File: config.mk
export PLATFORM = sky130hd
export DESIGN_NAME = alu_issue_ctrl
export DESIGN_NICKNAME = d
export VERILOG_FILES = /design/src/rtl/alu_issue_ctrl.sv
export SDC_FILE = /design/constraint.sdc
export NUM_CORES = 1
export LEC_CHECK = 0
export ABC_AREA = 0
export BUFFER_PORTS_ARGS = -buffer_cell sky130_fd_sc_hd__buf_4
export CAP_MARGIN = 10
export CELL_PAD_IN_SITES_DETAIL_PLACEMENT = 1
export CELL_PAD_IN_SITES_GLOBAL_PLACEMENT = 2
export CORE_MARGIN = 2
export CORE_UTILIZATION = 45
export CTS_BUF_LIST = sky130_fd_sc_hd__clkbuf_4 sky130_fd_sc_hd__clkbuf_8 sky130_fd_sc_hd__clkbuf_16
export DETAILED_ROUTE_END_ITERATION = 10
export GPL_TIMING_DRIVEN = 0
export PLACE_DENSITY = 0.92
export SETUP_SLACK_MARGIN = 0.5
export SLEW_MARGIN = 40
export SYNTH_ARGS = -nofsm -noshare
export SYNTH_HDL_FRONTEND = slang
export SYNTH_SLANG_ARGS = --single-unit
File: constraint.sdc
create_clock -name clk -period 7.5 [get_ports clk]
set_input_delay 0 -clock clk [delete_from_list [all_inputs] [get_ports clk]]
set_output_delay 0 -clock clk [all_outputs]
set_load 0.05 [all_outputs]
File: src/rtl/alu_issue_ctrl.sv
// alu_issue_ctrl: IDLE/ISSUE/CAPTURE issue controller with an 8x32 register file feeding an external ALU.
// Define ALU_ISSUE_R0_ZERO_EN to hardwire R0 to zero.
module alu_issue_ctrl (
  input  logic        clk,
  input  logic        rst,
  input  logic        instr_valid,
  output logic        instr_ready,
  input  logic [15:0] instr,
  input  logic        ld_en,
  input  logic [2:0]  ld_addr,
  input  logic [31:0] ld_data,
  input  logic [2:0]  rd_addr,
  output logic [31:0] rd_data,
  output logic [31:0] alu_a,
  output logic [31:0] alu_b,
  output logic [2:0]  alu_ctrl,
  input  logic [31:0] alu_dout,
  input  logic        alu_cout,
  output logic        done,
  output logic        illegal,
  output logic        carry_flag,
  output logic        zero_flag
);
`ifdef ALU_ISSUE_R0_ZERO_EN
  localparam logic r0_zero = 1'b1;
`else
  localparam logic r0_zero = 1'b0;
`endif
  typedef enum logic [1:0] {IDLE, ISSUE, CAPTURE} state_t;
  state_t state, state_nx;
  logic [31:0] regs [8];
  logic [11:0] ir;
  logic [2:0] op, rd, ra, rb;
  logic legal, accept, ld_ok, wb_ok, unused_bits;
  assign {op, rd, ra, rb} = ir;
  assign legal = !(op[2] && op[1]);
  assign accept = instr_valid && instr_ready;
  assign ld_ok = state == IDLE && ld_en && !(r0_zero && ld_addr == 3'd0);
  assign wb_ok = !(r0_zero && rd == 3'd0);
  assign rd_data = (r0_zero && rd_addr == 3'd0) ? '0 : regs[rd_addr];
  assign unused_bits = ^instr[3:0];
  always_ff @(posedge clk)
    if (rst) state <= IDLE;
    else state <= state_nx;
  always_comb begin
    state_nx = state == IDLE ? (accept ? ISSUE : IDLE) :
               (state == ISSUE && legal) ? CAPTURE : IDLE;
  end
  always_comb begin
    instr_ready = state == IDLE;
  end
  always_ff @(posedge clk) begin
    if (rst) begin
      for (int i = 0; i < 8; i++) regs[i] <= '0;
      ir <= '0;
      alu_a <= '0;
      alu_b <= '0;
      alu_ctrl <= '0;
      done <= 1'b0;
      illegal <= 1'b0;
      carry_flag <= 1'b0;
      zero_flag <= 1'b0;
    end else begin
      done <= 1'b0;
      illegal <= 1'b0;
      if (accept) ir <= instr[15:4];
      if (ld_ok) regs[ld_addr] <= ld_data;
      if (state == ISSUE && legal) begin
        alu_a <= regs[ra];
        alu_b <= regs[rb];
        alu_ctrl <= op;
      end
      if (state == ISSUE && !legal) illegal <= 1'b1;
      // operands were captured in ISSUE, so ra/rb aliasing rd already saw the old value
      if (state == CAPTURE) begin
        if (wb_ok) regs[rd] <= alu_dout;
        zero_flag <= alu_dout == '0;
        carry_flag <= alu_ctrl[2] && !alu_ctrl[1] && alu_cout;
        done <= 1'b1;
      end
    end
  end
endmodule

==> load_flow_metrics.sql <==
INSERT INTO impl_metrics (metric_group, metric, value, unit) VALUES
('outcome', 'status', 'finished with violations', ''),
('outcome', 'violations', 'negative hold slack', ''),
('layout', 'final.fill_count', '3856', ''),
('clock_network', 'cts_tree', 'done', ''),
('routing', 'vias', '13900', ''),
('power', 'power', '5.06', 'mW'),
('sta', 'min_period_over_period', '39.2', '%'),
('routing', 'first_pass_iters', '5', ''),
('sta', 'setup-violations-final', '0', ''),
('logic_synthesis', 'synth_common_cells', '330 x sky130_fd_sc_hd__nor2_1, 256 x sky130_fd_sc_hd__edfxtp_1, 192 x sky130_fd_sc_hd__mux4_2', ''),
('layout', 'drive_above_1_share', '36.2', '%'),
('setup_path', 'critical-path-slowest-cell', 'sky130_fd_sc_hd__dlygate4sd3_1', ''),
('routing', 'vias_per_cell', '6.58', ''),
('logic_synthesis', 'mappedNetlistArea', '17500', 'um^2'),
('power', 'netSwitchingFraction', '28.5', '%'),
('power', 'clock_power_share', '38.6', '%'),
('logic_synthesis', 'synth.distinct_cells', '33', ''),
('power', 'power.sequential.fraction', '43.6', '%'),
('die', 'floorplan.core_area', '38600', 'um^2'),
('sta', 'maxSlewViolCount', '0', ''),
('place', 'post_dp_cell_area', '19800', 'um^2'),
('routing', 'drtAntennaViolNets', '0', ''),
('die', 'start_util', '45.4', '%'),
('sta', 'period_needed', '2940', 'ps'),
('place', 'dpl.hpwl', '45100', 'um'),
('grt', 'vias_in_the_first_global_route', '14600', ''),
('logic_synthesis', 'dominant_cell_by_count_in_the_synthesized_netlist', 'sky130_fd_sc_hd__nor2_1', ''),
('setup_path', 'worst_r2r_endpoint', 'regs[1][28]', ''),
('grt', 'grt_remaining_overflow', '0', ''),
('die', 'ios', '195', ''),
('routing', 'postRouteWirelength', '67900', 'um'),
('layout', 'stdcell_area', '21800', 'um^2'),
('setup_path', 'path_common_cell', 'sky130_fd_sc_hd__buf_4', ''),
('sta', 'setup_tns', '0', 'ps'),
('clock_network', 'clock_sinks', '341', ''),
('grt', 'grt_start_max_net_pins', '27', ''),
('min_path', 'worstHoldPathType', 'in2reg', ''),
('power', 'p_int', '3.62', 'mW'),
('routing', 'route.met3.wl', '7680', 'um'),
('layout', 'areaGrowthSynthToFinish', '24.4', '%'),
('clock_network', 'cts_post_setup_buffers_inserted', '0', ''),
('routing', 'drt-wirelength-per-cell', '32.2', 'um'),
('min_path', 'worst_hold_startpoint', 'alu_dout[2]', ''),
('logic_synthesis', 'synth_top_cell_area_share', '43.9', '%'),
('setup_path', 'critPathArrivalTime', '3200', 'ps'),
('routing', 'met2_length', '32400', 'um'),
('clock_network', 'clk_path_buf_depth', '3', ''),
('grt', 'total_routing_usage_reported_by_global_routing', '33.1', '%'),
('sta', 'timing.max_slew.rel_slack', '35.3', '%'),
('clock_network', 'cts_made_buffers', '38', ''),
('logic_synthesis', 'synth_async_sr_flop_share', '0', '%'),
('min_path', 'worst_hold_path.num_cells', '3', ''),
('setup_path', 'path_cells', 'nor3b_2 > buf_4 > buf_4 > mux2i_2 > dlygate4sd3_1 > nor2_1', ''),
('die', 'dieHeight', '201', 'um'),
('sta', 'clock.fmax', '340', 'MHz'),
('logic_synthesis', 'synth_largest_area_cell', 'sky130_fd_sc_hd__edfxtp_1', ''),
('sta', 'hold_viol', '11', ''),
('power', 'power-per-cell-area', '233', 'nW/um^2'),
('setup_path', 'worstPathRequired', '7760', 'ps'),
('sta', 'rsz0062_at_grt', 'false', ''),
('setup_path', 'criticalPathCategory', 'reg2reg', ''),
('sta', 'worst_hold_slack', '-46.8', 'ps'),
('logic_synthesis', 'ys_ff_latch', '341', ''),
('logic_synthesis', 'gate_count_after_technology_mapping', '1262', ''),
('setup_path', 'critical-path-max-stage-delay', '730', 'ps'),
('die', 'dieArea', '40500', 'um^2'),
('setup_path', 'regToRegStartpoint', 'state[1]', ''),
('die', 'die_width', '201', 'um'),
('clock_network', 'cts_resized', '0', ''),
('clock_network', 'clk_slew_on_worst_s_h_paths', '70', 'ps'),
('routing', 'routed.top_layer', 'met5', '');
[repair_timing]
| action | in CTS | in global routing |
|---|---|---|
| hold buffers | 42 | 23 |
| setup endpoints to repair | 0 | 0 |
| endpoints found under the hold margin | 73 | 57 |
[logic make-up (layout without fill, tap and decap cells)]
logic type             count (synthesis)  in the layout  share of synthesized area (%)
AO/OA/AOI/OAI                         81             81                           2.85
buffers and inverters                107            437                           3.33
flip-flops                           341            341                           53.7
multiplexers                         261            261                           28.9
AND/OR/NAND/NOR                      472            472                           11.3
[cells in the final DEF, fill, tap and decap left out, drive strengths merged, types with 8 or more instances in the layout]
| cell type | count |
|---|---|
| nor3 | 67 |
| dfxtp | 85 |
| dlygate4sd3 | 65 |
| nand2 | 35 |
| clkinv | 12 |
| o22ai | 64 |
| clkbuf | 96 |
| edfxtp | 256 |
| mux4 | 192 |
| nor4 | 8 |
| a21oi | 13 |
| nor2 | 330 |
| nand2b | 14 |
| mux2 | 32 |
| buf | 256 |
| mux2i | 37 |
[state kept, by name (all words and copies together), names as in the netlist]
register,count
illegal,1
done,1
state,2
zero_flag,1
alu_ctrl,3
alu_a,32
carry_flag,1
ir,12
regs,256
alu_b,32
[worst max path at each step]
stage | start | endpoint | cells past startpoint
floorplan | state[1] | regs[0][0] | 5
global placement | state[1] | regs[2][16] | 5
detailed placement | state[1] | regs[4][14] | 6
CTS | state[1] | regs[0][27] | 6
global route | state[1] | regs[1][23] | 6
finish | state[1] | regs[1][28] | 6
[routing by layer]
layer	global-route usage, %	vias to the layer above
li1	-	5494
met1	42.3	7065
met2	53.4	1071
met3	8.28	254
met4	15.8	2
met5	0	-
[area by class of cell]
cell class              count  area, um^2  share of cell area (%)
plain buffers             107         594                    2.73
clock buffers              50        1050                    4.84
clock inverters            20         230                    1.06
multi-input cells         814        7630                    35.1
flip-flops and latches    341        9390                    43.1
well taps                 518         648                    2.98
repair buffers            260        2220                    10.2
[power groups by stage]
stage / sequential, mW / combinational [mW] / clock, mW
global route: 2.21 / 0.938 / 2.03
finish: 2.21 / 0.903 / 1.95
global placement: 2.23 / 0.819 / 0
detailed placement: 2.24 / 0.853 / 0
CTS: 2.20 / 0.877 / 1.95
floorplan: 2.30 / 0.460 / 0
[worst max-delay path: cells and delay by family (launching register included)]
| family | cells | cell delay (ps) |
|---|---|---|
| buffers and inverters | 3 | 1390 |
| multiplexers | 1 | 490 |
| flip-flops | 1 | 440 |
| AND/OR/NAND/NOR | 2 | 330 |
[per-stage QoR]
stage	setup WS [ps]	util, %	instances
final	4560	56.5	2110
after global routing	4420	56.5	2110
after CTS	4700	55.7	2087
after detailed placement	4860	51.3	1975
after global placement	3800	50.7	1967
after floorplan	5070	-	1262
No activity file was read; power rests on OpenSTA's default activity.
